**config.mk**
```make
export PLATFORM = sky130hd
export DESIGN_NAME = decode_stage_flat
export DESIGN_NICKNAME = d
export VERILOG_FILES = /design/src/rtl/decode_stage_pkg.sv /design/src/rtl/decode_stage_if.sv /design/src/rtl/decode_stage_imm_gen.sv /design/src/rtl/decode_stage.sv /design/src/flat_wrapper.sv
export SDC_FILE = /design/constraint.sdc
export NUM_CORES = 1
export LEC_CHECK = 0
export CORE_MARGIN = 2
export CORE_UTILIZATION = 25
export CTS_CLUSTER_SIZE = 8
export DETAILED_ROUTE_END_ITERATION = 8
export PLACE_DENSITY = 0.62
export SETUP_SLACK_MARGIN = 0.5
export SLEW_MARGIN = 20
export SYNTH_ARGS = -nofsm -noshare
export SYNTH_HDL_FRONTEND = slang
export SYNTH_SLANG_ARGS = --single-unit
```
**constraint.sdc**
```tcl
create_clock -name clock -period 3.89 [get_ports clock]
set_clock_uncertainty 0.05 [all_clocks]
set_input_delay 0.778 -clock clock [delete_from_list [all_inputs] [get_ports clock]]
set_output_delay 0.778 -clock clock [all_outputs]
set_load 0.05 [all_outputs]
```
**src/rtl/decode_stage_pkg.sv**
```systemverilog
// Shared codes for the decode stage: base opcodes, ALU operation codes,
// immediate formats and the bundle of decoded control flags.
package decode_stage_pkg;

    // Base RV32I/RV64I major opcodes (inst[6:0], low two bits always 11)
    localparam logic [6:0] OPC_LOAD   = 7'b0000011;
    localparam logic [6:0] OPC_OP_IMM = 7'b0010011;
    localparam logic [6:0] OPC_AUIPC  = 7'b0010111;
    localparam logic [6:0] OPC_STORE  = 7'b0100011;
    localparam logic [6:0] OPC_OP     = 7'b0110011;
    localparam logic [6:0] OPC_LUI    = 7'b0110111;
    localparam logic [6:0] OPC_BRANCH = 7'b1100011;
    localparam logic [6:0] OPC_JALR   = 7'b1100111;
    localparam logic [6:0] OPC_JAL    = 7'b1101111;

    // ALU operation = {bit3, funct3}; bit3 selects SUB/SRA variants
    typedef enum logic [3:0] {
        ALU_ADD  = 4'b0000,
        ALU_SLL  = 4'b0001,
        ALU_SLT  = 4'b0010,
        ALU_SLTU = 4'b0011,
        ALU_XOR  = 4'b0100,
        ALU_SRL  = 4'b0101,
        ALU_OR   = 4'b0110,
        ALU_AND  = 4'b0111,
        ALU_SUB  = 4'b1000,
        ALU_SRA  = 4'b1101
    } alu_op_e;

    // Immediate layouts of the base instruction formats
    typedef enum logic [2:0] {
        IMM_R,
        IMM_I,
        IMM_S,
        IMM_B,
        IMM_U,
        IMM_J
    } imm_fmt_e;

    // Control flags produced by the decoder for one instruction
    typedef struct packed {
        logic [3:0] alu_op;
        logic       use_imm;
        logic       reg_write;
        logic       ctrl;
        logic       illegal;
    } dec_ctrl_t;

    // Branches compare in the ALU: equality by subtraction, ordering by set-less-than
    function automatic logic [3:0] branch_alu_op(input logic [2:0] funct3);
        logic [3:0] op;
        case (funct3[2:1])
            2'b00:   op = ALU_SUB;   // BEQ / BNE
            2'b10:   op = ALU_SLT;   // BLT / BGE
            2'b11:   op = ALU_SLTU;  // BLTU / BGEU
            default: op = ALU_ADD;   // reserved branch funct3
        endcase
        return op;
    endfunction

endpackage

```
**src/rtl/decode_stage_if.sv**
```systemverilog
// Fetch-side and execute-side handshake bundle of the decode stage.
// The decode stage uses the slave view; its environment uses the master view.
interface decode_stage_if #(
    parameter int XLEN = 32
);
    // fetch -> decode
    logic            in_valid;
    logic            in_ready;
    logic [31:0]     in_inst;
    logic [XLEN-1:0] in_pc;

    // pipeline control from execute
    logic            flush;
    logic            resolve;

    // decode -> execute
    logic            out_valid;
    logic            out_ready;
    logic [31:0]     out_inst;
    logic [XLEN-1:0] out_pc;
    logic [3:0]      out_alu_op;
    logic [XLEN-1:0] out_imm;
    logic [4:0]      out_rd;
    logic [4:0]      out_rs1;
    logic [4:0]      out_rs2;
    logic            out_use_imm;
    logic            out_reg_write;
    logic            out_ctrl;
    logic            out_illegal;
    logic            shadow;

    modport master (
        output in_valid, in_inst, in_pc, flush, resolve, out_ready,
        input  in_ready, out_valid, out_inst, out_pc, out_alu_op, out_imm,
               out_rd, out_rs1, out_rs2, out_use_imm, out_reg_write,
               out_ctrl, out_illegal, shadow
    );

    modport slave (
        input  in_valid, in_inst, in_pc, flush, resolve, out_ready,
        output in_ready, out_valid, out_inst, out_pc, out_alu_op, out_imm,
               out_rd, out_rs1, out_rs2, out_use_imm, out_reg_write,
               out_ctrl, out_illegal, shadow
    );

endinterface

```
**src/rtl/decode_stage_imm_gen.sv**
```systemverilog
// Immediate generator: extracts the immediate of a given format from an
// instruction word and sign-extends it (inst[31]) to XLEN bits.
// Purely combinational so the branch unit can reuse it.
module decode_stage_imm_gen
    import decode_stage_pkg::*;
#(
    parameter int XLEN = 32
) (
    input  logic [31:0]     inst,
    input  imm_fmt_e        fmt,
    output logic [XLEN-1:0] imm
);

    logic signed [31:0] imm32;
    logic               unused_opcode_bits;

    // The opcode field never contributes to an immediate
    assign unused_opcode_bits = ^inst[6:0];

    // Assemble the 32-bit immediate for the requested format
    always_comb begin
        // NOTE: a default before the case keeps every path assigned, so no latch is inferred
        imm32 = '0;
        case (fmt)
            IMM_I:   imm32 = {{20{inst[31]}}, inst[31:20]};
            IMM_S:   imm32 = {{20{inst[31]}}, inst[31:25], inst[11:7]};
            IMM_B:   imm32 = {{20{inst[31]}}, inst[7], inst[30:25], inst[11:8], 1'b0};
            IMM_U:   imm32 = {inst[31:12], 12'b0};
            IMM_J:   imm32 = {{12{inst[31]}}, inst[19:12], inst[20], inst[30:21], 1'b0};
            default: imm32 = '0;  // R-type carries no immediate
        endcase
    end

    // Signed size cast replicates bit 31 up to XLEN (no-op for XLEN = 32)
    assign imm = XLEN'(imm32);

endmodule

```
**src/rtl/decode_stage.sv**
```systemverilog
// RV32I/RV64I decode stage between fetch and execute.
// Decodes one instruction per cycle into a single registered output slot with
// valid/ready on both sides, and holds fetch off for a bounded branch shadow
// after each control transfer (released early by resolve, killed by flush).
// XLEN must be 32 or 64; SHADOW_MAX = 0 disables the shadow entirely.
module decode_stage
    import decode_stage_pkg::*;
#(
    parameter int XLEN       = 32,
    parameter int SHADOW_MAX = 3
) (
    input logic           clock,
    input logic           reset_n,
    decode_stage_if.slave bus
);

    // A zero-width counter is not representable, so keep at least one bit
    localparam int CNT_W = (SHADOW_MAX > 0) ? $clog2(SHADOW_MAX + 1) : 1;

    // ---------------------------------------------------------------
    // Instruction fields
    // ---------------------------------------------------------------
    logic [6:0] opcode;
    logic [2:0] funct3;
    logic [4:0] rd;
    logic       rd_nonzero;

    assign opcode     = bus.in_inst[6:0];
    assign funct3     = bus.in_inst[14:12];
    assign rd         = bus.in_inst[11:7];
    assign rd_nonzero = (rd != 5'd0);

    // ---------------------------------------------------------------
    // Combinational decode
    // ---------------------------------------------------------------
    dec_ctrl_t       dec;
    imm_fmt_e        fmt;
    logic [XLEN-1:0] dec_imm;

    // Map the opcode to ALU op, immediate format and control flags
    always_comb begin
        dec = '{alu_op: ALU_ADD, use_imm: 1'b1, reg_write: 1'b0, ctrl: 1'b0, illegal: 1'b0};
        fmt = IMM_R;
        case (opcode)
            OPC_OP: begin
                dec.alu_op    = {bus.in_inst[30], funct3};
                dec.use_imm   = 1'b0;
                dec.reg_write = rd_nonzero;
            end
            OPC_OP_IMM: begin
                // inst[30] is part of the immediate except for SRAI, so ADDI never becomes SUB
                dec.alu_op    = {bus.in_inst[30] & (funct3 == 3'b101), funct3};
                dec.reg_write = rd_nonzero;
                fmt           = IMM_I;
            end
            OPC_LOAD: begin
                dec.reg_write = rd_nonzero;
                fmt           = IMM_I;
            end
            OPC_STORE: begin
                fmt = IMM_S;
            end
            OPC_BRANCH: begin
                dec.alu_op  = branch_alu_op(funct3);
                dec.use_imm = 1'b0;
                dec.ctrl    = 1'b1;
                fmt         = IMM_B;
            end
            OPC_JAL: begin
                dec.reg_write = rd_nonzero;
                dec.ctrl      = 1'b1;
                fmt           = IMM_J;
            end
            OPC_JALR: begin
                dec.reg_write = rd_nonzero;
                dec.ctrl      = 1'b1;
                fmt           = IMM_I;
            end
            OPC_LUI, OPC_AUIPC: begin
                dec.reg_write = rd_nonzero;
                fmt           = IMM_U;
            end
            default: begin
                // Covers inst[1:0] != 11 too, since those bits are part of the opcode
                dec.illegal = 1'b1;
            end
        endcase
    end

    decode_stage_imm_gen #(
        .XLEN(XLEN)
    ) u_imm_gen (
        .inst(bus.in_inst),
        .fmt (fmt),
        .imm (dec_imm)
    );

    // ---------------------------------------------------------------
    // Handshake
    // ---------------------------------------------------------------
    logic             out_valid_q;
    logic             shadow_q;
    logic [CNT_W-1:0] shadow_cnt_q;
    logic             in_ready;
    logic             accept;
    logic             start_shadow;

    // The slot can take a new word when empty or draining, unless a shadow or flush blocks fetch
    assign in_ready     = (!out_valid_q | bus.out_ready) & !shadow_q & !bus.flush;
    assign accept       = bus.in_valid & in_ready;
    assign start_shadow = accept & dec.ctrl & (SHADOW_MAX > 0);

    // ---------------------------------------------------------------
    // Output slot
    // ---------------------------------------------------------------
    logic [31:0]     inst_q;
    logic [XLEN-1:0] pc_q;
    logic [XLEN-1:0] imm_q;
    logic [4:0]      rd_q;
    logic [4:0]      rs1_q;
    logic [4:0]      rs2_q;
    dec_ctrl_t       ctrl_q;

    // Load the slot on accept; otherwise hold so a stalled slot stays bit-stable
    always_ff @(posedge clock or negedge reset_n) begin
        // NOTE: registers use non-blocking assignments so every flop samples pre-edge values
        if (!reset_n) begin
            out_valid_q <= 1'b0;
            inst_q      <= '0;
            pc_q        <= '0;
            imm_q       <= '0;
            rd_q        <= '0;
            rs1_q       <= '0;
            rs2_q       <= '0;
            ctrl_q      <= '0;
        end else if (bus.flush) begin
            out_valid_q <= 1'b0;
        end else if (accept) begin
            out_valid_q <= 1'b1;
            inst_q      <= bus.in_inst;
            pc_q        <= bus.in_pc;
            imm_q       <= dec_imm;
            rd_q        <= rd;
            rs1_q       <= bus.in_inst[19:15];
            rs2_q       <= bus.in_inst[24:20];
            ctrl_q      <= dec;
        end else if (bus.out_ready) begin
            out_valid_q <= 1'b0;
        end
    end

    // ---------------------------------------------------------------
    // Branch shadow
    // ---------------------------------------------------------------

    // Count down the shadow after a control transfer; resolve or flush ends it early
    always_ff @(posedge clock or negedge reset_n) begin
        if (!reset_n) begin
            shadow_q     <= 1'b0;
            shadow_cnt_q <= '0;
        end else if (bus.flush) begin
            shadow_q     <= 1'b0;
            shadow_cnt_q <= '0;
        end else if (shadow_q) begin
            if (bus.resolve || shadow_cnt_q == CNT_W'(1)) begin
                shadow_q     <= 1'b0;
                shadow_cnt_q <= '0;
            end else begin
                shadow_cnt_q <= shadow_cnt_q - CNT_W'(1);
            end
        end else if (start_shadow) begin
            shadow_q     <= 1'b1;
            shadow_cnt_q <= CNT_W'(SHADOW_MAX);
        end
    end

    // ---------------------------------------------------------------
    // Outputs
    // ---------------------------------------------------------------
    assign bus.in_ready      = in_ready;
    assign bus.out_valid     = out_valid_q;
    assign bus.out_inst      = inst_q;
    assign bus.out_pc        = pc_q;
    assign bus.out_alu_op    = ctrl_q.alu_op;
    assign bus.out_imm       = imm_q;
    assign bus.out_rd        = rd_q;
    assign bus.out_rs1       = rs1_q;
    assign bus.out_rs2       = rs2_q;
    assign bus.out_use_imm   = ctrl_q.use_imm;
    assign bus.out_reg_write = ctrl_q.reg_write;
    assign bus.out_ctrl      = ctrl_q.ctrl;
    assign bus.out_illegal   = ctrl_q.illegal;
    assign bus.shadow        = shadow_q;

endmodule

```
**src/flat_wrapper.sv**
```systemverilog
// flat-port wrapper written by rule: the top's interface ports become plain ports
module decode_stage_flat import decode_stage_pkg::*;
#(
    parameter int XLEN       = 32,
    parameter int SHADOW_MAX = 3
)
  (clock, reset_n, bus_in_valid, bus_in_inst, bus_in_pc, bus_flush, bus_resolve, bus_out_ready, bus_in_ready, bus_out_valid, bus_out_inst, bus_out_pc, bus_out_alu_op, bus_out_imm, bus_out_rd, bus_out_rs1, bus_out_rs2, bus_out_use_imm, bus_out_reg_write, bus_out_ctrl, bus_out_illegal, bus_shadow);
  decode_stage_if #(.XLEN(XLEN)) bus_i ();
  input logic clock;
  input logic reset_n;
  input wire logic [$bits(bus_i.in_valid)-1:0] bus_in_valid;
  input wire logic [$bits(bus_i.in_inst)-1:0] bus_in_inst;
  input wire logic [$bits(bus_i.in_pc)-1:0] bus_in_pc;
  input wire logic [$bits(bus_i.flush)-1:0] bus_flush;
  input wire logic [$bits(bus_i.resolve)-1:0] bus_resolve;
  input wire logic [$bits(bus_i.out_ready)-1:0] bus_out_ready;
  output wire logic [$bits(bus_i.in_ready)-1:0] bus_in_ready;
  output wire logic [$bits(bus_i.out_valid)-1:0] bus_out_valid;
  output wire logic [$bits(bus_i.out_inst)-1:0] bus_out_inst;
  output wire logic [$bits(bus_i.out_pc)-1:0] bus_out_pc;
  output wire logic [$bits(bus_i.out_alu_op)-1:0] bus_out_alu_op;
  output wire logic [$bits(bus_i.out_imm)-1:0] bus_out_imm;
  output wire logic [$bits(bus_i.out_rd)-1:0] bus_out_rd;
  output wire logic [$bits(bus_i.out_rs1)-1:0] bus_out_rs1;
  output wire logic [$bits(bus_i.out_rs2)-1:0] bus_out_rs2;
  output wire logic [$bits(bus_i.out_use_imm)-1:0] bus_out_use_imm;
  output wire logic [$bits(bus_i.out_reg_write)-1:0] bus_out_reg_write;
  output wire logic [$bits(bus_i.out_ctrl)-1:0] bus_out_ctrl;
  output wire logic [$bits(bus_i.out_illegal)-1:0] bus_out_illegal;
  output wire logic [$bits(bus_i.shadow)-1:0] bus_shadow;
  assign bus_i.in_valid = bus_in_valid;
  assign bus_i.in_inst = bus_in_inst;
  assign bus_i.in_pc = bus_in_pc;
  assign bus_i.flush = bus_flush;
  assign bus_i.resolve = bus_resolve;
  assign bus_i.out_ready = bus_out_ready;
  assign bus_in_ready = bus_i.in_ready;
  assign bus_out_valid = bus_i.out_valid;
  assign bus_out_inst = bus_i.out_inst;
  assign bus_out_pc = bus_i.out_pc;
  assign bus_out_alu_op = bus_i.out_alu_op;
  assign bus_out_imm = bus_i.out_imm;
  assign bus_out_rd = bus_i.out_rd;
  assign bus_out_rs1 = bus_i.out_rs1;
  assign bus_out_rs2 = bus_i.out_rs2;
  assign bus_out_use_imm = bus_i.out_use_imm;
  assign bus_out_reg_write = bus_i.out_reg_write;
  assign bus_out_ctrl = bus_i.out_ctrl;
  assign bus_out_illegal = bus_i.out_illegal;
  assign bus_shadow = bus_i.shadow;
  decode_stage #(.XLEN(XLEN), .SHADOW_MAX(SHADOW_MAX)) u_core (.clock(clock), .reset_n(reset_n), .bus(bus_i));
endmodule
```
==> out/summary.txt <==
root buffer selected by CTS: clkbuf_16
sequential element share of the synthesized area: 58.6%
setup bufs post-CTS: 0
CP Launch Point: bus_out_ready
synthesized cell area: 0.00462 mm^2
Initial DRT Pass Iterations: 6
FF-to-FF Start: u_core.bus.shadow$_DFF_PN0_
global-route wire length before repair: 22.8 mm
Min-Delay Startpoint: u_core.bus.out_use_imm$_DFFE_PN0P_
Async SR Flop Fraction: 100%
CTS tree: done
Slowest-stage cell, CP: clkdlybuf4s50_1
Synthesis Warnings: 0
post-cts repair resize count: 0
PD cells: 474 mW/mm^2
worst-path maximum fanout: 3
MaxCap Viol Count: 0
kind of critical path: primary input to primary output
Synthesized Nets: 570
maximum vdd drop: 0.217 mV
RSZ-0062 raised after global routing: false
pre-CTS WS: 0.828 ns
Synth area leaders: dfrtp_1 (59%), nand2_1 (19%), buf_4 (2.6%)
CTS Hold Bufs: 0
Final Critical Period: 2.92 ns
die width: 140 um
Switching Fraction: 36.9%
status: finished, final reports clean
Ant. Diodes: 0
slowest stage delay, CP: 0.46 ns
drt initial violations: 225
PnR worst setup slack: 0.971 ns
Starting Density: 25.6%
Post-synth EDFFs: 0
Area after DPL: 0.00666 mm^2
number of global-route vias before repair: 3943
# setup viols final: 0
Clk network pwr share: 28.6%
DP HPWL: 10.6 mm
DR vias: 4020
Skew-Pair Late Insertion Delay: 0.35 ns
post-synthesis cell type count: 42
worst hold-check path type: flip-flop to flip-flop
CP Capture Type: primary output
antenna violations before repair: 0
Internal Pwr Total: 2.08 mW
Hold EP: u_core.bus.out_use_imm$_DFFE_PN0P_
total CTS buffers: 9
WL final: 14.6 mm
Avg WL per Cell: 16.2 um
combinational power share: 31.9%
final antenna-violating net count: 0
leakage power: 3.18 nW
Worst Max-Slew Pin Slew: 0.801 ns
fin area: 0.00696 mm^2
worst rel slew slack: 46.6%
hold_ws: 0.422 ns
CP required: 3.06 ns
sequential share of power: 39.5%
period utilization: 75.0%
Mapped Avg Cell Area: 9.25 um^2
Top FF cell, synth: dfrtp_1
setup TNS: 0 ns
most common cell in the netlist: nand2_1
P_sw: 1.22 mW
top-area cell type share of the netlist area: 58.6%
Buffers on Ports: 191
crit-path cells: clkdlybuf4s50_1 -> nand2b_1 -> nor3b_1 -> buf_4
post-synth top area cell: dfrtp_1
CP Launch Type: primary input
Mapped Cells: 499
fmax: 343 MHz
row count: 49
# IOs: 192
CTS Sinks: 108
R2R cell count: 5
Via density: 4.46
htree depth: 3
Core Area: 0.0180 mm^2
synth cell count leaders: nand2_1 (232), dfrtp_1 (108), o21ai_0 (21), buf_4 (16), clkbuf_1 (16)
Clk pin slew, worst setup/hold paths: 0.07 ns
layout cells sized above 1: 6.09%
Register-to-Register Setup Slack: 1.79 ns
GRT Total Usage: 14.9%
DIE AREA: 0.0196 mm^2
final net count: 739
largest net degree at the start of global routing: 58
Hold Path Depth: 2
Congestion Overflow GR: 0
Placer Congestion: 0.767
post-synthesis register bit count: 108
Final Hold Vio Count: 0
FF-to-FF End: u_core.bus.out_alu_op[3]$_DFFE_PN0P_
Slew Limit Fails: 0
synthesis-to-finish area growth: 50.8%
Die Span Y: 140 um
critical path arrival: 2.09 ns
Max clock buf depth: 2
# DRC: 0
==> layout make-up <==
type | count | area, um^2
fill | 1864 | 11100
sequential | 108 | 2700
timing repair buffer | 202 | 1990
multi-input combinational | 345 | 1680
tap | 229 | 287
clock buffer | 9 | 225
clock inverter | 7 | 71.3
inverter | 2 | 7.51
==> power by group through the flow <==
stage	registers (mW)	clock network [mW]	logic, mW
4_1_cts	1.31	0.980	1.06
5_1_grt	1.32	1.02	1.11
2_1_floorplan	1.71	0	0.265
3_5_place_dp	1.33	0	1.06
3_3_place_gp	1.32	0	1.06
6_report	1.30	0.944	1.05
==> per-stage QoR <==
stage	utilization (%)	power (mW)	std cells
after floorplan	-	1.98	499
after detailed placement	37.0	2.39	886
after global placement	37.0	2.38	886
after CTS	38.6	3.35	902
final	38.6	3.30	902
after global routing	38.6	3.45	902
==> sequential cells by signal, indices dropped and copies added (netlist names) <==
name,cells
u_core.bus.out_valid,1
u_core.bus.shadow,1
u_core.bus.out_reg_write,1
u_core.bus.out_imm,32
u_core.shadow_cnt_q,2
u_core.bus.out_pc,32
u_core.bus.out_inst,20
u_core.bus.out_use_imm,1
u_core.bus.out_rs2,4
u_core.bus.out_alu_op,4
u_core.bus.out_illegal,1
u_core.bus.out_ctrl,1
u_core.bus.out_rs1,4
u_core.bus.out_rd,4
==> critical path: cells and delay by family <==
| family | cells | cell delay, ns |
|---|---|---|
| buffers and inverters | 2 | 0.76 |
| and+or+nand+nor | 2 | 0.55 |
==> cell families (layout without fill, tap and decap cells) <==
family | after synthesis | count (layout) | synth area share [%]
multiplexers | 10 | 10 | 2.20
flip-flops | 108 | 108 | 58.6
buffers and inverters | 46 | 220 | 5.50
adder cells (fa/ha/maj) | 1 | 1 | 0.271
AND/OR/NAND/NOR | 261 | 261 | 23.1
AO/OA/AOI/OAI | 73 | 73 | 10.4
==> layout by cell type (no fill, tap or decap), types with 4 or more instances in the layout <==
cell type and n:
nand2_1 231, clkdlybuf4s50_1 189, dfrtp_1 108, o21ai_0 21, a21oi_1 14, buf_4 13
o21ai_1 11, mux2i_1 9, clkbuf_16 9, nor2_1 8, a22o_1 6, a22oi_1 5
nand3_1 4, nor3_1 4
==> metal layers <==
| layer | up-vias | GRT usage, % | routed length, um |
|---|---|---|---|
| li1 | 1935 | - | - |
| met1 | 1934 | 20.7 | 6770 |
| met2 | 135 | 22.5 | 6620 |
| met3 | 16 | 4.30 | 1020 |
| met4 | 0 | 4.84 | 218 |
| met5 | - | 0 | 0 |
==> worst max path at each step <==
stage	slack, ns	cells after the start	endpoint
6_report	0.97	4	bus_in_ready
5_1_grt	0.89	4	bus_in_ready
4_1_cts	0.96	4	bus_in_ready
3_5_place_dp	0.83	6	u_core.shadow_cnt_q[1]$_DFFE_PN0P_
3_3_place_gp	0.85	7	u_core.bus.out_imm[21]$_DFFE_PN0P_
2_1_floorplan	0.65	7	u_core.bus.out_imm[11]$_DFFE_PN0P_
Note: power is estimated with default switching activity, not from simulation.
